## src/rtl/fp16_to_uint12_pipe.sv

```systemverilog
`default_nettype none
// ============================================================================
//  Module   : fp16_to_uint12_pipe
//  Purpose  : Two-stage pipelined IEEE binary16 to 12-bit unsigned integer
//             converter (truncate toward zero) with saturate/negative/NaN
//             status flags and a saturating count of saturated results.
//  Revision : 1.0  initial release
// ============================================================================
module fp16_to_uint12_pipe #(
    parameter int CNT_W = 16
) (
    input  logic             clk,
    input  logic             rst_n,
    input  logic             in_valid,
    output logic             in_ready,
    input  logic [15:0]      in_data,
    output logic             out_valid,
    input  logic             out_ready,
    output logic [11:0]      out_data,
    output logic             out_sat,
    output logic             out_neg,
    output logic             out_nan,
    input  logic             cnt_clr,
    output logic [CNT_W-1:0] sat_count
);

    // Result class decided in S1; S2 turns it into data and flags.
    typedef enum logic [2:0] {
        CLS_ZERO = 3'd0,
        CLS_NAN  = 3'd1,
        CLS_NEG  = 3'd2,
        CLS_SAT  = 3'd3,
        CLS_NORM = 3'd4
    } cls_t;

    localparam logic [4:0]  EXP_MAX   = 5'd31;
    localparam logic [4:0]  EXP_BIAS  = 5'd15;
    localparam logic [4:0]  EXP_SATLO = 5'd27;   // k = 12 and above saturate
    localparam logic [11:0] RES_SAT   = 12'hFFF;

    logic             advance;

    logic             s1_valid_q;
    cls_t             s1_cls_q,  s1_cls_d;
    logic [10:0]      s1_sig_q,  s1_sig_d;
    logic [3:0]       s1_k_q,    s1_k_d;

    logic             s2_valid_q;
    logic [11:0]      s2_data_q, s2_data_d;
    logic             s2_sat_q,  s2_sat_d;
    logic             s2_neg_q,  s2_neg_d;
    logic             s2_nan_q,  s2_nan_d;

    logic [CNT_W-1:0] sat_count_q, sat_count_d;

    logic             in_sign;
    logic [4:0]       in_exp;
    logic [9:0]       in_man;

    // Both stages move together whenever the output slot is free or draining.
    assign advance  = !s2_valid_q || out_ready;
    assign in_ready = advance;

    assign in_sign = in_data[15];
    assign in_exp  = in_data[14:10];
    assign in_man  = in_data[9:0];

    // Classify the incoming word and extract significand and shift amount.
    always_comb begin
        s1_cls_d = CLS_ZERO;
        s1_sig_d = {1'b1, in_man};
        s1_k_d   = 4'd0;
        if (in_exp == 5'd0) begin
            s1_cls_d = CLS_ZERO;
        end else if (in_exp == EXP_MAX && in_man != 10'd0) begin
            s1_cls_d = CLS_NAN;
        end else if (in_sign) begin
            s1_cls_d = CLS_NEG;
        end else if (in_exp == EXP_MAX) begin
            s1_cls_d = CLS_SAT;
        end else if (in_exp < EXP_BIAS) begin
            s1_cls_d = CLS_ZERO;
        end else if (in_exp >= EXP_SATLO) begin
            s1_cls_d = CLS_SAT;
        end else begin
            s1_cls_d = CLS_NORM;
            // exp in 15..26: (exp - 15) equals (exp + 1) modulo 16, i.e. 0..11
            s1_k_d   = in_exp[3:0] + 4'd1;
        end
    end

    // Stage 1 register: decoded class, significand and shift.
    always_ff @(posedge clk or negedge rst_n) begin
        if (!rst_n) begin
            s1_valid_q <= 1'b0;
            s1_cls_q   <= CLS_ZERO;
            s1_sig_q   <= 11'd0;
            s1_k_q     <= 4'd0;
        end else if (advance) begin
            s1_valid_q <= in_valid;
            s1_cls_q   <= s1_cls_d;
            s1_sig_q   <= s1_sig_d;
            s1_k_q     <= s1_k_d;
        end
    end

    // Build the integer result and the single status flag from the class.
    always_comb begin
        s2_data_d = 12'd0;
        s2_sat_d  = 1'b0;
        s2_neg_d  = 1'b0;
        s2_nan_d  = 1'b0;
        case (s1_cls_q)
            CLS_NAN:  s2_nan_d = 1'b1;
            CLS_NEG:  s2_neg_d = 1'b1;
            CLS_SAT: begin
                s2_data_d = RES_SAT;
                s2_sat_d  = 1'b1;
            end
            CLS_NORM: s2_data_d = 12'(({11'd0, s1_sig_q} << s1_k_q) >> 10);
            default:  s2_data_d = 12'd0;
        endcase
    end

    // Stage 2 register: final result and flags, held while stalled.
    always_ff @(posedge clk or negedge rst_n) begin
        if (!rst_n) begin
            s2_valid_q <= 1'b0;
            s2_data_q  <= 12'd0;
            s2_sat_q   <= 1'b0;
            s2_neg_q   <= 1'b0;
            s2_nan_q   <= 1'b0;
        end else if (advance) begin
            s2_valid_q <= s1_valid_q;
            s2_data_q  <= s2_data_d;
            s2_sat_q   <= s2_sat_d;
            s2_neg_q   <= s2_neg_d;
            s2_nan_q   <= s2_nan_d;
        end
    end

    // Next saturation count: clear wins, otherwise count delivered saturations.
    always_comb begin
        sat_count_d = sat_count_q;
        if (cnt_clr) begin
            sat_count_d = '0;
        end else if (s2_valid_q && out_ready && s2_sat_q && !(&sat_count_q)) begin
            sat_count_d = sat_count_q + 1'b1;
        end
    end

    // Saturation event counter register.
    always_ff @(posedge clk or negedge rst_n) begin
        if (!rst_n) begin
            sat_count_q <= '0;
        end else begin
            sat_count_q <= sat_count_d;
        end
    end

    assign out_valid = s2_valid_q;
    assign out_data  = s2_data_q;
    assign out_sat   = s2_sat_q;
    assign out_neg   = s2_neg_q;
    assign out_nan   = s2_nan_q;
    assign sat_count = sat_count_q;

endmodule
`default_nettype wire
```

## config.mk

```make
export PLATFORM = sky130hd
export DESIGN_NAME = fp16_to_uint12_pipe
export DESIGN_NICKNAME = d
export VERILOG_FILES = /design/src/rtl/fp16_to_uint12_pipe.sv
export SDC_FILE = /design/constraint.sdc
export NUM_CORES = 1
export LEC_CHECK = 0
export ABC_CLOCK_PERIOD_IN_PS = 2400
export CORE_MARGIN = 4
export CORE_UTILIZATION = 45
export DETAILED_ROUTE_END_ITERATION = 10
export PLACE_DENSITY = 0.71
export SLEW_MARGIN = 20
export SYNTH_ARGS = -nofsm -noshare
export SYNTH_HDL_FRONTEND = slang
export SYNTH_SLANG_ARGS = --single-unit
export TNS_END_PERCENT = 1
```

## constraint.sdc

```tcl
create_clock -name clk -period 2.4 [get_ports clk]
set_input_delay 0.24 -clock clk [delete_from_list [all_inputs] [get_ports clk]]
set_output_delay 0.24 -clock clk [all_outputs]
set_load 0.01 [all_outputs]
```

==> run summary <==
=====================================================================================
Final cell count without fillers .......................................          441
Number of antenna diodes ...............................................            0
Share of cells above drive strength 1 ..................................        0.113
Starting density of the core ...........................................        0.475
Main combinational cell family by area after synthesis ................. simple AND/OR/NAND/NOR gates
Wire length per cell after detailed routing ............................      16.3 um
Clock-pin slew of the registers on the worst-case setup and hold paths .      0.10 ns
Net total in the final layout ..........................................          387
Hold violation count in the final report ...............................            0
Worst Tran Pin Value ...................................................     0.785 ns
Register bit total from synthesis ......................................           51
Maximum fanout along the worst path ....................................           12
Final estimated routing congestion in global placement .................        0.862
Highest-count cells in the layout ignoring fill and taps ............... sky130_fd_sc_hd__nand2_1 (55), sky130_fd_sc_hd__clkdlybuf4s50_1 (52), sky130_fd_sc_hd__dfrtp_1 (51)
Utilization after layout ...............................................        0.580
Routed wire length .....................................................      7210 um
Largest net degree at the start of global routing ......................           52
Drt first-iter violations ..............................................          127
Routed length on met3 ..................................................       293 um
Headroom to the max-slew limit .........................................        0.475
Fraction of the yosys area taken by sequential cells ...................        0.413
Number of global-route vias before repair ..............................        2,534
Standard-cell rows .....................................................           29
Most common cell after layout, fill and taps aside ..................... sky130_fd_sc_hd__nand2_1
Post-Synth Simple-Gate Area ............................................        0.229
Net Sw Power ...........................................................     0.576 mW
Later-pin clock latency in the skew report .............................      0.30 ns
MaxCap Viol Count ......................................................            0
Core ar. ...............................................................  0.00649 mm2
Die Span Y .............................................................      90.8 um
Total number of clock tree sinks .......................................           51
Placed standard-cell area ..............................................  0.00368 mm2
Met2 routed WL .........................................................      3250 um
Final clock period utilization by the worst path .......................        0.866
Cell Pwr Density .......................................................   510 mW/mm2
TritonCTS clock tree ...................................................         done
Sum Neg Setup Slack ....................................................         0 ns
Root Driver ............................................................ sky130_fd_sc_hd__clkbuf_8
Ratio of routed vias to standard cells .................................         5.93
Outcome ................................................................ finished, final reports clean
Ys Warns ...............................................................            0
Max VDD drop ...........................................................       259 uV
Mux share of post-synthesis cell area ..................................        0.151
Mean instance size in the synthesized netlist ..........................     9.89 um2
Total number of H-tree levels ..........................................            2
Worst setup EP type ....................................................    flip-flop
Number of nets with antenna violations after detailed routing ..........            0
Top routing layer in use ...............................................         met4
Detailed-route DRC error count .........................................            0
Share of synthesized registers carrying an async set or reset ..........         1.00
Final setup fails ......................................................            0
Shortest period the worst path allows ..................................      2.08 ns
Leakage dissipation ....................................................      1.56 nW
Critical Path AT .......................................................      2.31 ns
Clock Skews ............................................................    0.0107 ns
Antenna violations before repair .......................................            0
Combinational group share of total power ...............................        0.222
Number of enable-type register cells in the synthesized netlist ........            0
Setup crit start kind ..................................................    flip-flop
Via total after detailed routing .......................................        2,616
Post-CTS Resized .......................................................            0
Final standard cell area without fillers ...............................  0.00377 mm2
Horizontal die dimension ...............................................      90.8 um
Top_reg_cell synth ..................................................... sky130_fd_sc_hd__dfrtp_1
Final max-slew violation count .........................................            0
Power share of the clock group .........................................        0.258
Adder and majority cell fraction of the synthesized area ...............       0.0122
Total gr overflow ......................................................            0
Setup repair after global routing missed its margin ....................           no
Post-Synthesis Cells ...................................................          312
Number of buffers inserted by port buffering ...........................           53
Global-route wire length before repair .................................    12,300 um
Part of the total power dissipated in sequential elements ..............        0.520
Worst min-delay path class .............................................  in -> async
Fill cells .............................................................          558
Maximum clock rate .....................................................    0.481 GHz
Share of the synthesized netlist area taken by xor and xnor gates ......      0.00567
Buffers from clock root to sink, at most ...............................            2
Setup CP Type ..........................................................   reg -> reg
Growth of design area from synthesis to finish .........................        22.0%
Cell variety after synth ...............................................           64
Total GRT Usage ........................................................        0.178
Placed Cells ...........................................................          433
Req. time, crit path ...................................................      2.63 ns
Post-synth net total ...................................................          336
Number of buffers added for setup after CTS ............................            0
Detailed-router iteration count before antenna repair ..................            4
DP HPWL ................................................................      5270 um
Switch share ...........................................................        0.300
Area enclosed by the die boundary ......................................  0.00825 mm2
Post-Syn Area ..........................................................  0.00309 mm2
Io pins ................................................................           54
Routed length on met1 ..................................................      3600 um
Number of CTS-inserted buffers .........................................            5
Cell-internal power ....................................................      1.34 mW
Cts hold-fix bufs ......................................................            0
Compound-Gate Fraction of Synth Area ...................................        0.150
=====================================================================================
==> kinds of logic after synthesis <==
group | after synthesis
and+or+nand+nor | 132
AOI/OAI and AO/OA | 67
DFF | 51
muxes | 32
buffers and inverters | 25
adders and majority gates | 3
xor gates and xnor gates | 2
==> power groups by stage <==
stage          logic, mW  registers, mW  clock network, mW
2_1_floorplan      0.271          0.988                  0
3_3_place_gp       0.426           1.01                  0
3_5_place_dp       0.427           1.01                  0
4_1_cts            0.429          0.998              0.502
5_1_grt            0.467           1.01              0.533
6_report           0.426          0.999              0.495
==> stage by stage <==
stage                     worst slack (ns)  hold WS [ns]  power (mW)
after CTS                            0.318        0.0703        1.93
after global placement               0.377         0.393        1.44
final                                0.322        0.0282        1.92
after global routing                 0.195         0.110        2.01
after floorplan                      0.578       -0.0556        1.26
after detailed placement             0.340         0.401        1.44
==> per-layer routing <==
layer,track usage,up-vias
met5,0,-
met4,0.0528,0
met3,0.0233,8
met2,0.278,79
met1,0.258,1256
li1,-,1273
==> cells in the mapped netlist (2+ instances only) <==
cell                        n  share of area
sky130_fd_sc_hd__a31oi_1    3         0.0061
sky130_fd_sc_hd__buf_2      3         0.0049
sky130_fd_sc_hd__mux2_2     6          0.022
sky130_fd_sc_hd__inv_1      7         0.0085
sky130_fd_sc_hd__buf_1      2         0.0024
sky130_fd_sc_hd__xor2_1     2         0.0057
sky130_fd_sc_hd__nor2_1    15          0.018
sky130_fd_sc_hd__ha_1       3          0.012
sky130_fd_sc_hd__mux2i_1   11          0.036
sky130_fd_sc_hd__nand4_1    7          0.014
sky130_fd_sc_hd__mux4_2     9          0.066
sky130_fd_sc_hd__a21o_1     2         0.0049
sky130_fd_sc_hd__buf_4      2         0.0049
sky130_fd_sc_hd__or4_1      4         0.0097
sky130_fd_sc_hd__nand2b_1   6          0.012
sky130_fd_sc_hd__and3_1     4         0.0081
sky130_fd_sc_hd__nor2b_1    6          0.012
sky130_fd_sc_hd__inv_2      2         0.0024
sky130_fd_sc_hd__o31ai_1    6          0.015
sky130_fd_sc_hd__and4_1     4          0.011
sky130_fd_sc_hd__o21ai_1    6         0.0097
sky130_fd_sc_hd__a41oi_1    2         0.0057
sky130_fd_sc_hd__o41ai_1    2         0.0057
sky130_fd_sc_hd__nand3_1    4         0.0065
sky130_fd_sc_hd__nor3b_1    2         0.0049
sky130_fd_sc_hd__nand3b_1   3         0.0073
sky130_fd_sc_hd__a221o_1    5          0.016
sky130_fd_sc_hd__o21ai_0    7          0.011
sky130_fd_sc_hd__clkbuf_1   7         0.0085
sky130_fd_sc_hd__o22ai_1    3         0.0061
sky130_fd_sc_hd__nor4_1     3         0.0061
sky130_fd_sc_hd__a21oi_1   17          0.028
sky130_fd_sc_hd__nand2_1   55          0.067
sky130_fd_sc_hd__dfrtp_1   51           0.41
sky130_fd_sc_hd__or3_1      4         0.0081
sky130_fd_sc_hd__nor3_1     6         0.0097
sky130_fd_sc_hd__mux2_1     4          0.015
==> flip-flops by register name, indices dropped and copies added (netlist names) <==
signal	cells
s1_k_q	4
out_neg	1
out_nan	1
out_data	12
s1_valid_q	1
out_valid	1
s1_cls_q	3
s1_sig_q	11
sat_count	16
out_sat	1
==> layout make-up <==
cell class | count | area (um2) | share of cell area
multi-input combinational | 236 | 1700 | 0.450
sequential | 51 | 1280 | 0.339
timing repair buffer | 60 | 578 | 0.153
tap | 77 | 96.3 | 0.0256
clock buffer | 6 | 72.6 | 0.0193
inverter | 9 | 33.8 | 0.00897
clock inverter | 2 | 12.5 | 0.00332
==> final timing paths <==
kind / from / slack, ns / depth (start not counted) / to
min in group clk: s1_valid_q / 0.47 / 1 / out_valid
min: rst_n / 0.03 / 2 / out_data[9]
max reg2reg: s1_k_q[0] / 0.32 / 5 / out_data[2]
max in group asynchronous: rst_n / 1.91 / 2 / s1_sig_q[2]
max: s1_k_q[0] / 0.32 / 5 / out_data[2]
min reg2reg: s1_valid_q / 0.47 / 1 / out_valid
==> critical path, cell delays in order (launching register included) <==
cell	delay, ns
sky130_fd_sc_hd__dfrtp_1	0.68
sky130_fd_sc_hd__buf_4	0.24
sky130_fd_sc_hd__buf_4	0.17
sky130_fd_sc_hd__mux2_2	0.36
sky130_fd_sc_hd__mux4_2	0.45
sky130_fd_sc_hd__o21ai_1	0.12
(Power assumes the default switching activity.)
